**src/rtl/i2c_reg_ctrl_if.sv**
```systemverilog
// PHY and register-bank signals of i2c_reg_ctrl.
// slave: the controller. master: the PHY and bank side.
interface i2c_reg_ctrl_if #(
    parameter int unsigned REG_AW = 8
);
    logic              phy_start;
    logic              phy_stop;
    logic              phy_rx_valid;
    logic [7:0]        phy_rx_data;
    logic              phy_ack;
    logic              phy_tx_valid;
    logic [7:0]        phy_tx_data;
    logic              phy_tx_ready;
    logic              phy_host_nack;
    logic [REG_AW-1:0] reg_addr;
    logic [7:0]        reg_wdata;
    logic              reg_we;
    logic              reg_re;
    logic [7:0]        reg_rdata;
    logic              busy;
    logic [2:0]        state_dbg;

    modport slave (
        input  phy_start, phy_stop, phy_rx_valid, phy_rx_data,
        input  phy_tx_ready, phy_host_nack, reg_rdata,
        output phy_ack, phy_tx_valid, phy_tx_data,
        output reg_addr, reg_wdata, reg_we, reg_re, busy, state_dbg
    );

    modport master (
        output phy_start, phy_stop, phy_rx_valid, phy_rx_data,
        output phy_tx_ready, phy_host_nack, reg_rdata,
        input  phy_ack, phy_tx_valid, phy_tx_data,
        input  reg_addr, reg_wdata, reg_we, reg_re, busy, state_dbg
    );
endinterface

```
**src/rtl/i2c_reg_ctrl.sv**
```systemverilog
// I2C target transaction controller: address decode, register pointer,
// register writes and prefetched reads with pointer auto-increment.
// Build option: I2C_REG_CTRL_PTR_WRAP_EN makes the pointer wrap to 0;
// otherwise it saturates at the top register and further writes are NACKed.
module i2c_reg_ctrl #(
    parameter logic [6:0]  I2C_ADDR = 7'h42,
    parameter int unsigned REG_AW   = 8
) (
    input  logic          clk,
    input  logic          rst,
    i2c_reg_ctrl_if.slave bus
);

`ifdef I2C_REG_CTRL_PTR_WRAP_EN
    localparam bit PTR_WRAP = 1'b1;
`else
    localparam bit PTR_WRAP = 1'b0;
`endif

    localparam logic [REG_AW-1:0] PTR_MAX = {REG_AW{1'b1}};

    typedef enum logic [2:0] {
        S_IDLE   = 3'd0,
        S_ADDR   = 3'd1,
        S_PTR    = 3'd2,
        S_WRITE  = 3'd3,
        S_FETCH  = 3'd4,
        S_WAITRD = 3'd5,
        S_SEND   = 3'd6,
        S_SKIP   = 3'd7
    } state_e;

    state_e            state_q, state_d;
    logic [REG_AW-1:0] ptr_q, ptr_d;
    logic [REG_AW-1:0] ptr_inc;
    logic              full_q, full_d;
    logic              ack_q, ack_d;
    logic              txv_q, txv_d;
    logic [7:0]        txd_q, txd_d;
    logic [REG_AW-1:0] addr_q, addr_d;
    logic [7:0]        wdata_q, wdata_d;
    logic              we_q, we_d;
    logic              re_q, re_d;
    logic              busy_q, busy_d;
    logic [2:0]        dbg_q, dbg_d;

    // Pointer increment, wrapping or saturating at the top register
    always_comb begin
        if (!PTR_WRAP && (ptr_q == PTR_MAX)) begin
            ptr_inc = ptr_q;
        end else begin
            ptr_inc = ptr_q + REG_AW'(1);
        end
    end

    // Next-state and output decode; stop > start > host NACK > byte/handshake
    always_comb begin
        state_d = state_q;
        ptr_d   = ptr_q;
        full_d  = full_q;
        ack_d   = ack_q;
        txv_d   = txv_q;
        txd_d   = txd_q;
        addr_d  = addr_q;
        wdata_d = wdata_q;
        we_d    = 1'b0;
        re_d    = 1'b0;

        // the pointer steps in the cycle after a write strobe
        if (we_q) begin
            ptr_d = ptr_inc;
        end

        if (bus.phy_stop) begin
            state_d = S_IDLE;
            ack_d   = 1'b0;
            txv_d   = 1'b0;
        end else if (bus.phy_start) begin
            state_d = S_ADDR;
            ack_d   = 1'b0;
            txv_d   = 1'b0;
        end else if (bus.phy_host_nack &&
                     (state_q == S_SEND || state_q == S_FETCH || state_q == S_WAITRD)) begin
            state_d = S_SKIP;
            txv_d   = 1'b0;
        end else begin
            case (state_q)
                S_IDLE: begin
                    if (bus.phy_rx_valid) ack_d = 1'b0;
                end
                S_ADDR: begin
                    if (bus.phy_rx_valid) begin
                        if (bus.phy_rx_data[7:1] == I2C_ADDR) begin
                            ack_d = 1'b1;
                            if (bus.phy_rx_data[0]) begin
                                // read: issue the first fetch on entry to FETCH
                                state_d = S_FETCH;
                                re_d    = 1'b1;
                                addr_d  = ptr_q;
                            end else begin
                                state_d = S_PTR;
                            end
                        end else begin
                            ack_d   = 1'b0;
                            state_d = S_SKIP;
                        end
                    end
                end
                S_PTR: begin
                    if (bus.phy_rx_valid) begin
                        ptr_d   = REG_AW'(bus.phy_rx_data);
                        full_d  = 1'b0;
                        ack_d   = 1'b1;
                        state_d = S_WRITE;
                    end
                end
                S_WRITE: begin
                    if (bus.phy_rx_valid) begin
                        if (!PTR_WRAP && full_q) begin
                            ack_d = 1'b0;
                        end else begin
                            we_d    = 1'b1;
                            addr_d  = ptr_q;
                            wdata_d = bus.phy_rx_data;
                            ack_d   = 1'b1;
                            full_d  = !PTR_WRAP && (ptr_q == PTR_MAX);
                        end
                    end
                end
                S_FETCH: begin
                    if (bus.phy_rx_valid) ack_d = 1'b0;
                    state_d = S_WAITRD;
                end
                S_WAITRD: begin
                    if (bus.phy_rx_valid) ack_d = 1'b0;
                    txd_d   = bus.reg_rdata;
                    txv_d   = 1'b1;
                    state_d = S_SEND;
                end
                S_SEND: begin
                    if (bus.phy_rx_valid) ack_d = 1'b0;
                    if (txv_q && bus.phy_tx_ready) begin
                        // prefetch the next register straight away
                        txv_d   = 1'b0;
                        ptr_d   = ptr_inc;
                        addr_d  = ptr_inc;
                        re_d    = 1'b1;
                        state_d = S_FETCH;
                    end
                end
                S_SKIP: begin
                    if (bus.phy_rx_valid) ack_d = 1'b0;
                end
                default: begin
                    state_d = S_IDLE;
                end
            endcase
        end

        busy_d = (state_d != S_IDLE);
        dbg_d  = 3'(state_d);
    end

    // State and registered outputs
    always_ff @(posedge clk) begin
        if (rst) begin
            state_q <= S_IDLE;
            ptr_q   <= '0;
            full_q  <= 1'b0;
            ack_q   <= 1'b0;
            txv_q   <= 1'b0;
            txd_q   <= '0;
            addr_q  <= '0;
            wdata_q <= '0;
            we_q    <= 1'b0;
            re_q    <= 1'b0;
            busy_q  <= 1'b0;
            dbg_q   <= '0;
        end else begin
            state_q <= state_d;
            ptr_q   <= ptr_d;
            full_q  <= full_d;
            ack_q   <= ack_d;
            txv_q   <= txv_d;
            txd_q   <= txd_d;
            addr_q  <= addr_d;
            wdata_q <= wdata_d;
            we_q    <= we_d;
            re_q    <= re_d;
            busy_q  <= busy_d;
            dbg_q   <= dbg_d;
        end
    end

    assign bus.phy_ack      = ack_q;
    assign bus.phy_tx_valid = txv_q;
    assign bus.phy_tx_data  = txd_q;
    assign bus.reg_addr     = addr_q;
    assign bus.reg_wdata    = wdata_q;
    assign bus.reg_we       = we_q;
    assign bus.reg_re       = re_q;
    assign bus.busy         = busy_q;
    assign bus.state_dbg    = dbg_q;

endmodule

```
**src/flat_wrapper.sv**
```systemverilog
// flat-port wrapper written by rule: the top's interface ports become plain ports
module i2c_reg_ctrl_flat 
#(
    parameter logic [6:0]  I2C_ADDR = 7'h42,
    parameter int unsigned REG_AW   = 8
)
  (clk, rst, bus_phy_start, bus_phy_stop, bus_phy_rx_valid, bus_phy_rx_data, bus_phy_tx_ready, bus_phy_host_nack, bus_reg_rdata, bus_phy_ack, bus_phy_tx_valid, bus_phy_tx_data, bus_reg_addr, bus_reg_wdata, bus_reg_we, bus_reg_re, bus_busy, bus_state_dbg);
  i2c_reg_ctrl_if #(.REG_AW(REG_AW)) bus_i ();
  input  logic clk;
  input  logic rst;
  input wire logic [$bits(bus_i.phy_start)-1:0] bus_phy_start;
  input wire logic [$bits(bus_i.phy_stop)-1:0] bus_phy_stop;
  input wire logic [$bits(bus_i.phy_rx_valid)-1:0] bus_phy_rx_valid;
  input wire logic [$bits(bus_i.phy_rx_data)-1:0] bus_phy_rx_data;
  input wire logic [$bits(bus_i.phy_tx_ready)-1:0] bus_phy_tx_ready;
  input wire logic [$bits(bus_i.phy_host_nack)-1:0] bus_phy_host_nack;
  input wire logic [$bits(bus_i.reg_rdata)-1:0] bus_reg_rdata;
  output wire logic [$bits(bus_i.phy_ack)-1:0] bus_phy_ack;
  output wire logic [$bits(bus_i.phy_tx_valid)-1:0] bus_phy_tx_valid;
  output wire logic [$bits(bus_i.phy_tx_data)-1:0] bus_phy_tx_data;
  output wire logic [$bits(bus_i.reg_addr)-1:0] bus_reg_addr;
  output wire logic [$bits(bus_i.reg_wdata)-1:0] bus_reg_wdata;
  output wire logic [$bits(bus_i.reg_we)-1:0] bus_reg_we;
  output wire logic [$bits(bus_i.reg_re)-1:0] bus_reg_re;
  output wire logic [$bits(bus_i.busy)-1:0] bus_busy;
  output wire logic [$bits(bus_i.state_dbg)-1:0] bus_state_dbg;
  assign bus_i.phy_start = bus_phy_start;
  assign bus_i.phy_stop = bus_phy_stop;
  assign bus_i.phy_rx_valid = bus_phy_rx_valid;
  assign bus_i.phy_rx_data = bus_phy_rx_data;
  assign bus_i.phy_tx_ready = bus_phy_tx_ready;
  assign bus_i.phy_host_nack = bus_phy_host_nack;
  assign bus_i.reg_rdata = bus_reg_rdata;
  assign bus_phy_ack = bus_i.phy_ack;
  assign bus_phy_tx_valid = bus_i.phy_tx_valid;
  assign bus_phy_tx_data = bus_i.phy_tx_data;
  assign bus_reg_addr = bus_i.reg_addr;
  assign bus_reg_wdata = bus_i.reg_wdata;
  assign bus_reg_we = bus_i.reg_we;
  assign bus_reg_re = bus_i.reg_re;
  assign bus_busy = bus_i.busy;
  assign bus_state_dbg = bus_i.state_dbg;
  i2c_reg_ctrl #(.I2C_ADDR(I2C_ADDR), .REG_AW(REG_AW)) u_core (.clk(clk), .rst(rst), .bus(bus_i));
endmodule
```
**config.mk**
```make
export PLATFORM = sky130hd
export DESIGN_NAME = i2c_reg_ctrl_flat
export DESIGN_NICKNAME = d
export VERILOG_FILES = /design/src/rtl/i2c_reg_ctrl_if.sv /design/src/rtl/i2c_reg_ctrl.sv /design/src/flat_wrapper.sv
export SDC_FILE = /design/constraint.sdc
export NUM_CORES = 1
export LEC_CHECK = 0
export ABC_AREA = 1
export CORE_ASPECT_RATIO = 0.9
export CORE_UTILIZATION = 45
export DETAILED_ROUTE_END_ITERATION = 7
export GPL_TIMING_DRIVEN = 0
export PLACE_DENSITY_LB_ADDON = 0.05
export SYNTH_ARGS = -nofsm -noshare
export SYNTH_HDL_FRONTEND = slang
export SYNTH_SLANG_ARGS = --single-unit
```
**constraint.sdc**
```tcl
create_clock -name clk -period 1.85 [get_ports clk]
set_input_delay 0.37 -clock clk [delete_from_list [all_inputs] [get_ports clk]]
set_output_delay 0.37 -clock clk [all_outputs]
set_load 0.03 [all_outputs]
```
Word-level counts from Yosys, hierarchy flattened
Index checks and enable logic that the tools add are counted.
{"block": "word_totals", "elab_cells": 95, "register_bits": 41, "in_bits": 23, "out_inout_bits": 32}
{"block": "classes", "n_addsub": 1, "n_eq_ne": 17, "n_reduce_logical": 19, "muxes": 41, "bitwise": 6}
{"op": "2-to-1 mux 8 bit", "count": 13}
{"op": "2-to-1 mux 3 bit", "count": 8}
{"op": "one-hot mux 8 bit (3 select lines)", "count": 1}
{"op": "one-hot mux 8 bit (2 select lines)", "count": 1}
{"op": "one-hot mux 3 bit (5 select lines)", "count": 1}
{"op": "2-to-1 mux 1 bit", "count": 13}
{"op": "equality test 3 bit, second input constant", "count": 4}
{"op": "!= test 2 bit, second input constant", "count": 6}
{"op": "AND reduction 6 bit", "count": 2}
{"op": "AND reduction 10 bit", "count": 1}
{"op": "adder 8 x 1 -> 8 bit, second input constant", "count": 1}
{"op": "equality test 8 bit, second input constant", "count": 1}
{"op": "equality test 7 bit, second input constant", "count": 1}
{"op": "equality test 3 x 2 -> 1 bit, second input constant", "count": 2}
{"op": "NOT 1 bit", "count": 6}
{"op": "one-hot mux 1 bit (2 select lines)", "count": 3}
{"op": "nonzero test 3 bit", "count": 2}
{"op": "OR reduction 6 bit", "count": 1}
{"op": "AND reduction 5 bit", "count": 1}
{"op": "OR reduction 5 bit", "count": 1}
{"op": "!= test 2 x 1 -> 1 bit, second input constant", "count": 2}
{"op": "one-hot mux 1 bit (4 select lines)", "count": 1}
{"op": "AND reduction 4 bit", "count": 1}
{"op": "nonzero test 2 bit", "count": 2}
{"op": "other kinds (7)", "count": 9}

Logic depth before layout (Yosys ltp)
{"block": "depth", "ltp_word": 8, "mapped_depth": 10}

Worst setup path before layout
Ideal clock, no wire load.
{"block": "synth_timing", "kind": "register to register", "start": "register, netlist name u_core.bus.state_dbg[2]", "end": "register u_core.txd_q[0] (netlist: u_core.bus.phy_tx_data[0])", "slack_ns": 0.205, "setup_ns": 0.116, "stages_incl_launch_ff": 6, "arrival_ns": 1.529, "path_cell_list": "dfxtp_1 -> nand3_1 -> nor3_4 -> inv_1 -> nor2_1 -> nor2_1"}
{"element": "to (signal assigned)", "line_no": "i2c_reg_ctrl.sv:185", "text": "txd_q <= txd_d;"}
{"element": "to (decl)", "line_no": "i2c_reg_ctrl.sv:39", "text": "logic [7:0] txd_q, txd_d;"}

Worst setup path in the final report
{"block": "layout_timing", "start": "input bus_phy_start", "end": "register u_core.txd_q[1] (netlist: u_core.bus.phy_tx_data[1])"}
{"block": "layout_via", "elab_chain_cells": 2}
{"element": "from (decl)", "line_no": "flat_wrapper.sv:11", "text": "input wire logic [$bits(bus_i.phy_start)-1:0] bus_phy_start;"}
{"element": "NOT 1 bit (no line)"}
{"element": "AND reduction 4 bit (no line)"}
No other way between the ends.
A chain may end at the register's enable or synchronous reset.

==> flow_metrics.py <==
metrics = {
    "run_status": {
        "status": "finished, final reports clean",
    },
    "synthesis": {
        "synth-edff-count": 0,
        "synth_warnings": 0,
        "synthDistinctLibCells": 32,
        "yosysSeqAreaShare_pct": 34.4,
        "synthCells": 368,
        "synth_fp_nets": 392,
        "synthArstFlopShare_pct": 0,
        "ys_seq_elements": 41,
        "synth_area_um2": 2390,
        "synthFlopType": "dfxtp_1",
        "syn_area_per_cell_um2": 6.49,
    },
    "floorplanning": {
        "dieArea_um2": 5600,
        "die_w_um": 78.8,
        "start_util_pct": 47.9,
        "num_rows": 24,
        "core-area_um2": 4980,
        "die_height_um": 71.1,
        "ioPinCount": 55,
    },
    "setup_path": {
        "path_class": "input port to register",
        "slowest_delay_ps": 440,
        "rr_startpoint": "u_core.ptr_q[0]$_SDFF_PP0_",
        "crit_chain": "clkdlybuf4s50_1 > nor2_1 > inv_1 > nor3_4 > inv_1 > nor2_1 > nor2_1",
        "critPathArrivalTime_ps": 1910,
        "end_kind": "register",
        "startpoint": "bus_phy_start",
        "cp_max_fo": 9,
        "path_buf_inv": 3,
        "cp-start-kind": "input port",
        "critPathMostFrequentCell": "nor2_1",
        "required_ps": 2040,
        "slowest_stage": "clkdlybuf4s50_1",
        "crit_family": "buffers and inverters",
    },
    "place": {
        "dp.cells": 487,
        "io_buffers": 54,
        "placed_area_um2": 3010,
        "post-place-ws_ps": -275,
        "hpwl_um": 4830,
        "gp_congestion": 0.926,
    },
    "drt": {
        "via_per_inst": 5.14,
        "routedWlPerCell_um": 13.1,
        "drt-initial-drc-count": 254,
        "drc": 0,
        "ant_nets": 0,
        "first_pass_iters": 4,
        "num_vias": 2545,
        "drt_wl_total_um": 6500,
    },
    "global_route": {
        "track_usage_pct": 25.4,
        "grt_pass1_wl_um": 11200,
        "grt_overflow": 0,
        "antenna_found_initial": 0,
        "grt_max_degree": 14,
        "first_global_vias": 2418,
    },
    "pwr": {
        "power_mw": 1.92,
        "p_leak_nw": 1.45,
        "cellPowerDensity_nw_per_um2": 610,
        "ir_worst_vdd_v": 0.000520,
    },
    "sta": {
        "setup_violations": 0,
        "setup-tns-final_ps": 0,
        "period_needed_ps": 1720,
        "worst_slew_pin_slew_ps": 522,
        "hold_slack_ps": 470,
        "slew-limit-headroom_pct": 65.2,
        "fmax_mhz": 582,
        "slew_viol_final": 0,
        "finalHoldViolCount": 0,
        "fin_skew_ps": 9.20,
        "period_share_pct": 92.8,
        "rsz0062_at_grt": "no",
        "finalWorstSetupSlack_ps": 133,
    },
    "hold_path": {
        "hp-class": "register to register",
        "min_from": "u_core.bus.reg_addr[2]$_SDFFE_PP0P_",
    },
    "clocking": {
        "htreeDepth": 2,
        "numCtsBuffers": 5,
        "cts_hold_buf": 0,
        "post_cts_buffers": 0,
        "cts.sink_count": 41,
        "cts.clk_slew.worst_paths_ps": 90,
        "clock-root-buffer": "clkbuf_8",
        "clock_latency_ps": 300,
        "tritoncts": "done",
        "clock_path_buffers": 2,
    },
    "final_layout": {
        "area_growth_pct": 32.1,
        "diodes": 0,
        "drive_above_1_share_pct": 10.7,
        "finalNonFillerCells": 495,
        "fill_cells": 488,
        "nets": 453,
        "fin_util_pct": 63.3,
        "fin_area_um2": 3150,
    },
    "flow_run": {
        "drv_cap": 0,
    },
}
==> kinds of logic after synthesis <==
| kind of cell | Yosys count | share of synthesized area, % |
|---|---|---|
| AO/OA/AOI/OAI | 47 | 11.2 |
| AND/OR/NAND/NOR | 222 | 44.1 |
| buffers and inverters | 56 | 9.48 |
| flip-flops | 41 | 34.4 |
| adder cells (fa/ha/maj) | 1 | 0.524 |
| XOR/XNOR | 1 | 0.367 |
==> worst paths after layout <==
kind / cells after the start / endpoint / slack, ps
setup / recovery: 7 / u_core.bus.phy_tx_data[1]$_SDFFE_PP0P_ / 130
hold / removal: 2 / u_core.bus.reg_addr[2]$_SDFFE_PP0P_ / 470
setup reg to reg: 9 / u_core.bus.reg_addr[6]$_SDFFE_PP0P_ / 210
hold reg to reg: 2 / u_core.bus.reg_addr[2]$_SDFFE_PP0P_ / 470
==> cell type report <==
class                           count  area [um2]  share of cell area, %
Buffer                              7        42.5                   1.35
Multi-Input combinational cell    271        1350                   42.8
Tap cell                           65        81.3                   2.58
Inverter                           49         184                   5.83
Clock inverter                      3        65.1                   2.06
Sequential cell                    41         825                   26.1
Clock buffer                        5        68.8                   2.18
Timing Repair Buffer               54         537                   17.0
==> power by group <==
part           switching [mW]  internal (mW)
clock network           0.326          0.536
logic                  0.0923         0.0738
registers             0.00699          0.888
==> Yosys cell counts (3+ instances only) <==
cell       n  area [um2]
o21ai_0   17        85.1
nor2_1    55         206
nand4_1    9        56.3
inv_1     47         176
nor2_4     4        45.0
nand3_1   35         175
a21oi_1   17        85.1
dfxtp_1   41         821
o21ai_1    3        15.0
a211oi_1   4        30.0
nand2_1   96         360
nor2_2     5        31.3
nand2_2    4        25.0
clkbuf_1   4        15.0
==> registers in the layout (all words and copies together), names as in the netlist <==
signal,count
u_core.bus.state_dbg,3
u_core.bus.phy_tx_valid,1
u_core.bus.phy_ack,1
u_core.bus.reg_re,1
u_core.bus.reg_we,1
u_core.bus.reg_addr,8
u_core.bus.reg_wdata,8
u_core.ptr_q,8
u_core.full_q,1
u_core.bus.phy_tx_data,8
u_core.bus.busy,1
==> placed cells by master (no fill, tap or decap), types with 6 or more instances in the layout <==
| cell type | synthesis | routed |
|---|---|---|
| dfxtp_1 | 41 | 38 |
| a21oi_1 | 17 | 17 |
| o21ai_0 | 17 | 16 |
| nand2_2 | 4 | 6 |
| nand2_1 | 96 | 94 |
| nand4_1 | 9 | 9 |
| nand3_1 | 35 | 35 |
| clkdlybuf4s50_1 | 0 | 51 |
| nor2_1 | 55 | 53 |
| nor2_2 | 5 | 7 |
| inv_1 | 47 | 46 |
==> metal layers <==
| layer | share of wire, % | vias to the layer above | GRT usage [%] |
|---|---|---|---|
| met2 | 42 | 91 | 37.8 |
| met4 | 2.1 | 0 | 9.47 |
| met5 | 0 | - | 0 |
| li1 | - | 1304 | - |
| met3 | 7.4 | 14 | 5.55 |
| met1 | 48 | 1136 | 35.8 |
==> timing repair <==
item	4_1_cts	5_1_grt
pin swaps	0	1
setup endpoints to repair	3	24
gates resized for setup	3	9
cloned	0	0
==> worst reg2reg max path, stage by stage (launching register included) <==
cell,delay (ps)
dfxtp_1,410
ha_1,220
nand3_1,110
inv_2,130
nand2_1,80
o21ai_1,220
nand2_1,70
o21ai_0,160
nor2b_1,90
nor2_1,90
(Power assumes the default switching activity.)
